File: src/rtl/poly_load_pkg.sv
`default_nettype none
// ============================================================================
//  Module      : poly_load_pkg
//  Description : Shared constants and FSM state encoding for the poly_mult
//                host-side loader (poly_load_ctrl and its byte packer).
//  Revision    : 1.0  initial release
// ============================================================================
package poly_load_pkg;

    // Default memory geometry of the downstream poly_mult stage
    localparam int DEF_WEIGHT     = 66;
    localparam int DEF_RB_WORDS   = 553;
    localparam int KEY_MAX        = DEF_WEIGHT + DEF_RB_WORDS;
    localparam int BYTES_PER_WORD = 16;
    localparam int WORD_W         = BYTES_PER_WORD * 8;

    localparam logic MODE_WRITE = 1'b0;
    localparam logic MODE_READ  = 1'b1;

    typedef enum logic [2:0] {
        ST_IDLE    = 3'd0,
        ST_COLLECT = 3'd1,
        ST_ISSUE   = 3'd2,
        ST_GAP     = 3'd3,
        ST_PRESENT = 3'd4,
        ST_NEXT    = 3'd5
    } state_t;

endpackage
`default_nettype wire

File: src/rtl/poly_load_ctrl_if.sv
`default_nettype none
// ============================================================================
//  Module      : poly_load_ctrl_if
//  Description : Bundles the host session/byte/readback signals and the
//                downstream load bus of poly_load_ctrl.
//                slave  : view of the loader itself
//                master : view of the environment (host + downstream stage)
//  Revision    : 1.0  initial release
// ============================================================================
interface poly_load_ctrl_if #(
    parameter int KEY_W  = 10,
    parameter int DATA_W = 128
);
    // host session control
    logic              start_i;
    logic              mode_i;
    logic [KEY_W-1:0]  key_base_i;
    logic [KEY_W-1:0]  count_i;
    // host byte stream
    logic              byte_valid_i;
    logic [7:0]        byte_i;
    logic              byte_ready_o;
    // downstream load bus
    logic              load_o;
    logic [KEY_W-1:0]  key_o;
    logic [DATA_W-1:0] data_o;
    logic [DATA_W-1:0] rdata_i;
    logic              busy_i;
    // host readback
    logic              rvalid_o;
    logic [DATA_W-1:0] rdata_o;
    logic              rready_i;
    // status
    logic              done_o;
    logic              err_o;

    modport slave (
        input  start_i, mode_i, key_base_i, count_i,
        input  byte_valid_i, byte_i,
        input  rdata_i, busy_i, rready_i,
        output byte_ready_o, load_o, key_o, data_o,
        output rvalid_o, rdata_o, done_o, err_o
    );

    modport master (
        output start_i, mode_i, key_base_i, count_i,
        output byte_valid_i, byte_i,
        output rdata_i, busy_i, rready_i,
        input  byte_ready_o, load_o, key_o, data_o,
        input  rvalid_o, rdata_o, done_o, err_o
    );

endinterface
`default_nettype wire

File: src/rtl/poly_load_ctrl_byte_packer.sv
`default_nettype none
// ============================================================================
//  Module      : byte_packer
//  Description : Assembles 16 host bytes into one little-endian 128-bit word
//                (first byte lands in bits [7:0]).
//  Ports       : clk, rst   clock / asynchronous active-high reset
//                clear      restart assembly, zero the word
//                push       accept byte_in this cycle
//                byte_in    host byte
//                word       assembled word
//                full       this push completes the word
//  Revision    : 1.0  initial release
// ============================================================================
module byte_packer
    import poly_load_pkg::*;
(
    input  wire logic              clk,
    input  wire logic              rst,
    input  wire logic              clear,
    input  wire logic              push,
    input  wire logic [7:0]        byte_in,
    output logic      [WORD_W-1:0] word,
    output logic                   full
);

    logic [3:0] cnt;

    // Combinational so the controller can leave COLLECT on the edge that
    // stores the last byte.
    assign full = push && (cnt == 4'(BYTES_PER_WORD - 1));

    always_ff @(posedge clk or posedge rst) begin
        if (rst) begin
            cnt  <= '0;
            word <= '0;
        end else if (clear) begin
            cnt  <= '0;
            word <= '0;
        end else if (push) begin
            word[{cnt, 3'b000} +: 8] <= byte_in;
            cnt                      <= cnt + 4'd1;   // wraps to 0 after byte 15
        end
    end

endmodule
`default_nettype wire

File: src/rtl/poly_load_ctrl.sv
`default_nettype none
// ============================================================================
//  Module      : poly_load_ctrl
//  Description : Host-side loader for the sparse poly_mult memory stage.
//                Write sessions pack 16 host bytes per word and strobe each
//                word into the downstream stage for HOLD cycles; readback
//                sessions strobe all-zero data, capture rdata_i one cycle
//                after the strobe and present it to the host.
//  Ports       : clk   system clock
//                rst   asynchronous active-high reset
//                bus   poly_load_ctrl_if.slave (session control, host
//                      bytes, downstream load bus, readback, done/err)
//  Revision    : 1.0  initial release
// ============================================================================
module poly_load_ctrl
    import poly_load_pkg::*;
#(
    parameter int WEIGHT   = DEF_WEIGHT,
    parameter int RB_WORDS = DEF_RB_WORDS,
    parameter int KEY_W    = 10,
    parameter int HOLD     = 3,
    parameter int DATA_W   = WORD_W
)(
    input  wire logic         clk,
    input  wire logic         rst,
    poly_load_ctrl_if.slave   bus
);

    localparam int KEY_LIMIT = WEIGHT + RB_WORDS;

    state_t              state;
    state_t              next_state;

    logic                mode;
    logic [KEY_W-1:0]    key;
    logic [KEY_W-1:0]    remaining;
    logic [2:0]          hold_cnt;
    logic [DATA_W-1:0]   rdata_q;
    logic                err_q;

    logic [DATA_W-1:0]   word;
    logic                full;
    logic                push;
    logic                clear;
    logic                byte_ready;
    logic                start_ok;
    logic                start_bad;
    logic [KEY_W:0]      range_sum;
    logic                zero_word;
    logic                hold_last;
    logic                last_word;

    logic                load;
    logic [DATA_W-1:0]   data;
    logic                rvalid;
    logic                done;

    // ------------------------------------------------------------------
    // Byte assembly
    // ------------------------------------------------------------------
    assign byte_ready = (state == ST_COLLECT);
    assign push       = bus.byte_valid_i && byte_ready;

    byte_packer u_packer (
        .clk     (clk),
        .rst     (rst),
        .clear   (clear),
        .push    (push),
        .byte_in (bus.byte_i),
        .word    (word),
        .full    (full)
    );

    // ------------------------------------------------------------------
    // Session qualification: the sum is one bit wider than the key so a
    // range that would wrap the key counter is rejected, never issued.
    // ------------------------------------------------------------------
    assign start_ok  = (state == ST_IDLE) && bus.start_i;
    assign range_sum = {1'b0, bus.key_base_i} + {1'b0, bus.count_i};
    assign start_bad = (bus.count_i == '0) || (range_sum > (KEY_W + 1)'(KEY_LIMIT));

    // Downstream treats zero data as a read, so an all-zero write word is
    // suppressed and flagged instead of strobed.
    assign zero_word = (mode == MODE_WRITE) && (word == '0);
    assign hold_last = (hold_cnt == 3'(HOLD - 1));
    assign last_word = (remaining == KEY_W'(1));

    // ------------------------------------------------------------------
    // FSM state register
    // ------------------------------------------------------------------
    always_ff @(posedge clk or posedge rst) begin
        if (rst) begin
            state <= ST_IDLE;
        end else begin
            state <= next_state;
        end
    end

    // ------------------------------------------------------------------
    // FSM next state and outputs
    // ------------------------------------------------------------------
    always_comb begin
        next_state = state;
        load       = 1'b0;
        data       = '0;
        rvalid     = 1'b0;
        done       = 1'b0;
        clear      = 1'b0;
        case (state)
            ST_IDLE: begin
                if (start_ok) begin
                    if (start_bad) begin
                        done = 1'b1;
                    end else begin
                        clear      = 1'b1;
                        next_state = bus.mode_i ? ST_ISSUE : ST_COLLECT;
                    end
                end
            end
            ST_COLLECT: begin
                if (full) begin
                    next_state = ST_ISSUE;
                end
            end
            ST_ISSUE: begin
                load = !zero_word;
                if (mode == MODE_WRITE) begin
                    data = word;
                end
                if (hold_last) begin
                    next_state = ST_GAP;
                end
            end
            ST_GAP: begin
                next_state = (mode == MODE_READ) ? ST_PRESENT : ST_NEXT;
            end
            ST_PRESENT: begin
                rvalid = 1'b1;
                if (bus.rready_i) begin
                    next_state = ST_NEXT;
                end
            end
            ST_NEXT: begin
                clear = 1'b1;
                if (last_word) begin
                    done       = 1'b1;
                    next_state = ST_IDLE;
                end else begin
                    next_state = (mode == MODE_READ) ? ST_ISSUE : ST_COLLECT;
                end
            end
            default: begin
                next_state = ST_IDLE;
            end
        endcase
    end

    // ------------------------------------------------------------------
    // Session datapath: mode, key, remaining count, hold timer, readback
    // capture and the sticky error flag.
    // ------------------------------------------------------------------
    always_ff @(posedge clk or posedge rst) begin
        if (rst) begin
            mode      <= MODE_WRITE;
            key       <= '0;
            remaining <= '0;
            hold_cnt  <= '0;
            rdata_q   <= '0;
            err_q     <= 1'b0;
        end else begin
            if (start_ok) begin
                if (start_bad) begin
                    err_q <= 1'b1;
                end else begin
                    err_q     <= 1'b0;
                    mode      <= bus.mode_i;
                    key       <= bus.key_base_i;
                    remaining <= bus.count_i;
                end
            end
            if (state == ST_ISSUE) begin
                hold_cnt <= hold_last ? 3'd0 : hold_cnt + 3'd1;
                if (zero_word) begin
                    err_q <= 1'b1;
                end
            end
            // Downstream answers one cycle after the strobe window closes
            if ((state == ST_GAP) && (mode == MODE_READ)) begin
                rdata_q <= bus.rdata_i;
            end
            if (state == ST_NEXT) begin
                key       <= key + KEY_W'(1);
                remaining <= remaining - KEY_W'(1);
            end
        end
    end

    // ------------------------------------------------------------------
    // Output mapping
    // ------------------------------------------------------------------
    assign bus.byte_ready_o = byte_ready;
    assign bus.load_o       = load;
    assign bus.key_o        = key;
    assign bus.data_o       = data;
    assign bus.rvalid_o     = rvalid;
    assign bus.rdata_o      = rdata_q;
    assign bus.done_o       = done;
    assign bus.err_o        = err_q;

endmodule
`default_nettype wire
File: src/flat_wrapper.sv
// flat-port wrapper written by rule: the top's interface ports become plain ports
module poly_load_ctrl_flat import poly_load_pkg::*;
#(
    parameter int WEIGHT   = DEF_WEIGHT,
    parameter int RB_WORDS = DEF_RB_WORDS,
    parameter int KEY_W    = 10,
    parameter int HOLD     = 3,
    parameter int DATA_W   = WORD_W
)
  (clk, rst, bus_start_i, bus_mode_i, bus_key_base_i, bus_count_i, bus_byte_valid_i, bus_byte_i, bus_rdata_i, bus_busy_i, bus_rready_i, bus_byte_ready_o, bus_load_o, bus_key_o, bus_data_o, bus_rvalid_o, bus_rdata_o, bus_done_o, bus_err_o);
  poly_load_ctrl_if #(.KEY_W(KEY_W), .DATA_W(DATA_W)) bus_i ();
  input  wire logic clk;
  input  wire logic rst;
  input wire logic [$bits(bus_i.start_i)-1:0] bus_start_i;
  input wire logic [$bits(bus_i.mode_i)-1:0] bus_mode_i;
  input wire logic [$bits(bus_i.key_base_i)-1:0] bus_key_base_i;
  input wire logic [$bits(bus_i.count_i)-1:0] bus_count_i;
  input wire logic [$bits(bus_i.byte_valid_i)-1:0] bus_byte_valid_i;
  input wire logic [$bits(bus_i.byte_i)-1:0] bus_byte_i;
  input wire logic [$bits(bus_i.rdata_i)-1:0] bus_rdata_i;
  input wire logic [$bits(bus_i.busy_i)-1:0] bus_busy_i;
  input wire logic [$bits(bus_i.rready_i)-1:0] bus_rready_i;
  output wire logic [$bits(bus_i.byte_ready_o)-1:0] bus_byte_ready_o;
  output wire logic [$bits(bus_i.load_o)-1:0] bus_load_o;
  output wire logic [$bits(bus_i.key_o)-1:0] bus_key_o;
  output wire logic [$bits(bus_i.data_o)-1:0] bus_data_o;
  output wire logic [$bits(bus_i.rvalid_o)-1:0] bus_rvalid_o;
  output wire logic [$bits(bus_i.rdata_o)-1:0] bus_rdata_o;
  output wire logic [$bits(bus_i.done_o)-1:0] bus_done_o;
  output wire logic [$bits(bus_i.err_o)-1:0] bus_err_o;
  assign bus_i.start_i = bus_start_i;
  assign bus_i.mode_i = bus_mode_i;
  assign bus_i.key_base_i = bus_key_base_i;
  assign bus_i.count_i = bus_count_i;
  assign bus_i.byte_valid_i = bus_byte_valid_i;
  assign bus_i.byte_i = bus_byte_i;
  assign bus_i.rdata_i = bus_rdata_i;
  assign bus_i.busy_i = bus_busy_i;
  assign bus_i.rready_i = bus_rready_i;
  assign bus_byte_ready_o = bus_i.byte_ready_o;
  assign bus_load_o = bus_i.load_o;
  assign bus_key_o = bus_i.key_o;
  assign bus_data_o = bus_i.data_o;
  assign bus_rvalid_o = bus_i.rvalid_o;
  assign bus_rdata_o = bus_i.rdata_o;
  assign bus_done_o = bus_i.done_o;
  assign bus_err_o = bus_i.err_o;
  poly_load_ctrl #(.WEIGHT(WEIGHT), .RB_WORDS(RB_WORDS), .KEY_W(KEY_W), .HOLD(HOLD), .DATA_W(DATA_W)) u_core (.clk(clk), .rst(rst), .bus(bus_i));
endmodule
File: config.mk
export PLATFORM = sky130hd
export DESIGN_NAME = poly_load_ctrl_flat
export DESIGN_NICKNAME = d
export VERILOG_FILES = /design/src/rtl/poly_load_pkg.sv /design/src/rtl/poly_load_ctrl_if.sv /design/src/rtl/poly_load_ctrl_byte_packer.sv /design/src/rtl/poly_load_ctrl.sv /design/src/flat_wrapper.sv
export SDC_FILE = /design/constraint.sdc
export NUM_CORES = 1
export LEC_CHECK = 0
export CORE_ASPECT_RATIO = 0.7
export CORE_UTILIZATION = 40
export CTS_BUF_LIST = sky130_fd_sc_hd__clkbuf_8
export CTS_CLUSTER_SIZE = 25
export DETAILED_ROUTE_END_ITERATION = 8
export GPL_TIMING_DRIVEN = 0
export PLACE_DENSITY = 0.7
export REMOVE_ABC_BUFFERS = 1
export SYNTH_ARGS = -nofsm -noshare
export SYNTH_HDL_FRONTEND = slang
export SYNTH_SLANG_ARGS = --single-unit
File: constraint.sdc
create_clock -name clk -period 18.7 [get_ports clk]
set_clock_uncertainty 0.05 [all_clocks]
set_input_delay 2.805 -clock clk [delete_from_list [all_inputs] [get_ports clk]]
set_output_delay 2.805 -clock clk [all_outputs]
set_load 0.02 [all_outputs]
==> impl_metrics.py <==
metrics = {
    "synth": {
        "ys_ff_latch": 288,
        "netlist_instances": 1197,
        "synthFlopType": "dfrtp_1",
        "yosysWarnings": 0,
        "async_flop_share_pct": 100.0,
        "syn_avg_cell_area_sq_um": 11.36,
        "synth_edf_count": 0,
        "synthDistinctLibCells": 59,
        "synthesis.area_sq_mm": 0.01360,
        "seq_area_frac_synth_pct": 53.00,
    },
    "floorplanning": {
        "core-area_sq_mm": 0.03349,
        "row_count": 56,
        "chipHeight_um": 156.3,
        "initial_utilization_pct": 40.60,
        "die_width_um": 222.4,
        "boundaryPins": 434,
        "dieArea_sq_mm": 0.03475,
    },
    "pwr": {
        "power_frac_clock_pct": 21.6,
        "peakVddDrop_uv": 93.55,
        "cellLeakagePower_uw": 0.008880,
        "combPwrFrac_pct": 41.7,
        "p_sw_uw": 934.3,
        "p_seq_share_pct": 36.6,
        "internal-power_uw": 1610,
        "powerDensity_mw_per_mm2": 131.1,
        "switching_share_pct": 36.73,
    },
    "global_routing": {
        "top_usage_layer": "met2",
        "met1_usage_pct": 34.47,
        "grt_pass1_wl_um": 65920,
        "grt_usage_pct": 24.86,
        "grtUsageMet3_pct": 6.872,
        "overflow": 0,
        "grt_pass1_vias": 11002,
        "met2_usage_pct": 37.59,
        "antenna_found_initial": 0,
        "grt_max_degree": 110,
    },
    "route": {
        "remaining_drc_errors": 0,
        "firstDrtPassIters": 7,
        "drt-total-wl_um": 44470,
        "wire_per_inst_um": 21.27,
        "drtAntennaViolNets": 0,
        "first_iter_violations": 962,
        "vias_per_cell": 5.298,
        "vias": 11079,
    },
    "setup_path": {
        "path_cells": "clkdlybuf4s50_1 > ha_1 > fa_1 > a211oi_2 > o21ai_1 > and3_1 > nor4_4 > o311a_1 > nor2_1 > o21ai_0 > clkdlybuf4s50_1",
        "startpoint": "bus_count_i[0]",
        "cp_common_cell": "clkdlybuf4s50_1",
        "max_stage_delay_ns": 0.75,
        "worstPathRequired_ns": 15.85,
        "crit_fanout": 19,
        "worstSetupStartpointType": "primary input",
        "worstSetupPathType": "in -> out",
        "r2r-start": "u_core.u_packer.cnt[0]",
        "crit_path_end_kind": "primary output",
        "critPathSlowestCell": "o311a_1",
        "cp.arrival_ns": 6.75,
    },
    "clocking": {
        "cts.sink_count": 288,
        "clkLatencyLatePin_ns": 0.58,
        "cts_root_buf": "clkbuf_8",
        "clock_path_buffers": 3,
        "cts_tree": "yes",
        "postCtsHoldBufs": 0,
        "clkSlewWorstSetupHoldPaths_ns": 0.06,
        "cts_made_buffers": 47,
        "post_cts_buffers": 0,
        "htreeDepth": 2,
        "ctsResizeCount": 0,
    },
    "min_path": {
        "min_from": "u_core.bus.rdata_o[65]",
        "hp-class": "reg -> reg",
    },
    "job": {
        "cap_viol_max_count": 0,
    },
    "final_layout": {
        "fillers": 2871,
        "n_antenna_cell": 0,
        "drive_gt1_share_pct": 13.10,
        "nets": 1805,
        "syn2layout_area_growth_pct": 42.68,
        "fin_util_pct": 57.93,
    },
    "sta": {
        "finalSetupViolCount": 0,
        "hold_viol_final": 0,
        "post-route-period-util_pct": 51.36,
        "max_freq_mhz": 104.1,
        "setup_ws_ns": 9.096,
        "rsz0062_at_grt": "no",
        "worst_slew_pin_slew_ns": 1.178,
        "slew_headroom_pct": 21.15,
        "drv_slew": 0,
        "hold_slack_ns": 0.4508,
        "min_period_ns": 9.604,
        "fin_tns_setup_ns": 0,
    },
    "placement": {
        "place_ws_ns": 9.119,
        "dp_hpwl_um": 32530,
        "io_buffers": 432,
        "globalplace.congestion": 0.8883,
    },
    "run_status": {
        "status": "complete, no violations",
    },
}
## routing by layer
layer,up-vias,wire [um],share of wire [%]
met5,-,0,0
met4,0,1298,2.9
met3,82,3946,8.9
met2,431,20200,45
met1,5524,19020,43
li1,5042,-,-
## cell families (layout without fill, tap and decap cells)
kind of cell / after synthesis / count (layout) / share of synthesized area (%)
simple gates: 462 / 462 / 17.65
flops: 288 / 288 / 53.00
mux: 257 / 257 / 20.10
compound gates: 90 / 90 / 4.702
buf+inv: 74 / 533 / 2.319
fa+ha+maj: 18 / 18 / 1.711
xor+xnor: 8 / 8 / 0.5153
## through the flow
stage               cell area, sq um  std cells  power, uW
global placement               18180       1999       1962
CTS                            19400       2091       2562
finish                         19400       2091       2544
detailed placement             18470       2010       1996
floorplan                      13320       1132       1462
global route                   19400       2091       2669
## sequential cells by signal (all words and copies together) (netlist names)
signal	cells
u_core.bus.err_o	1
u_core.bus.key_o	10
u_core.bus.rdata_o	128
u_core.hold_cnt	3
u_core.mode	1
u_core.remaining	10
u_core.state	3
u_core.u_packer.cnt	4
u_core.u_packer.word	128
## final cells by class
type / instances / area (sq um) / share of cell area, %
sequential: 288 / 7207 / 37.15
multi-input combinational: 835 / 6097 / 31.43
timing repair buffer: 443 / 4584 / 23.63
clock buffer: 61 / 839.6 / 4.327
tap: 435 / 544.3 / 2.805
clock inverter: 20 / 87.58 / 0.4514
inverter: 9 / 41.29 / 0.2128
## synthesized netlist by cell type (13+ instances only)
cell type  count  area [sq um]
and2_1       142         888.4
a21oi_1       20         100.1
ha_1          17         212.7
mux2i_1      128          1281
o21ai_0       17         85.08
nor4_1        38         237.7
nor2_1       168         630.6
mux2_2       129          1453
nand3_1       14         70.07
clkbuf_1      36         135.1
buf_2         15         75.07
and3_1        13         81.33
nor3_1        18         90.09
dfrtp_1      288          7207
nand2_1       31         116.4
## path summary, 6_finish.rpt
check	to	slack (ns)	cells past startpoint
setup / recovery	bus_done_o	9.10	11
hold / removal	u_core.bus.rdata_o[65]	0.45	1
setup reg to reg	u_core.u_packer.word[29]	15.33	8
hold reg to reg	u_core.bus.rdata_o[65]	0.45	1
max in group asynchronous	u_core.u_packer.cnt[1]	14.93	3
min in group asynchronous	u_core.bus.rdata_o[117]	2.72	2
## placed cells by master, fill, tap and decap left out, types with 13 or more instances in the layout
cell             instances
dfrtp_1                288
inv_1                   25
mux2i_1                128
nand2_1                 30
nor4_1                  38
clkdlybuf4s50_1        432
clkbuf_8                61
and2_1                 142
ha_1                    17
mux2_2                 129
o21ai_0                 17
nor2_1                 167
and3_1                  13
a21oi_1                 20
nand3_1                 14
nor3_1                  18
## power by group through the flow
stage	logic (uW)	registers [uW]	clock network [uW]
final	1060	932	550
after global routing	1120	955	591
after CTS	1070	930	566
after detailed placement	1060	936	0
after global placement	1030	928	0
after floorplan	352	1110	0
## critical path, delay by kind of cell
family	cells	cell delay, ns
compound gates	4	1.37
fa+ha+maj	2	0.71
buf+inv	2	1.15
simple gates	3	0.71
(Power assumes the default switching activity.)
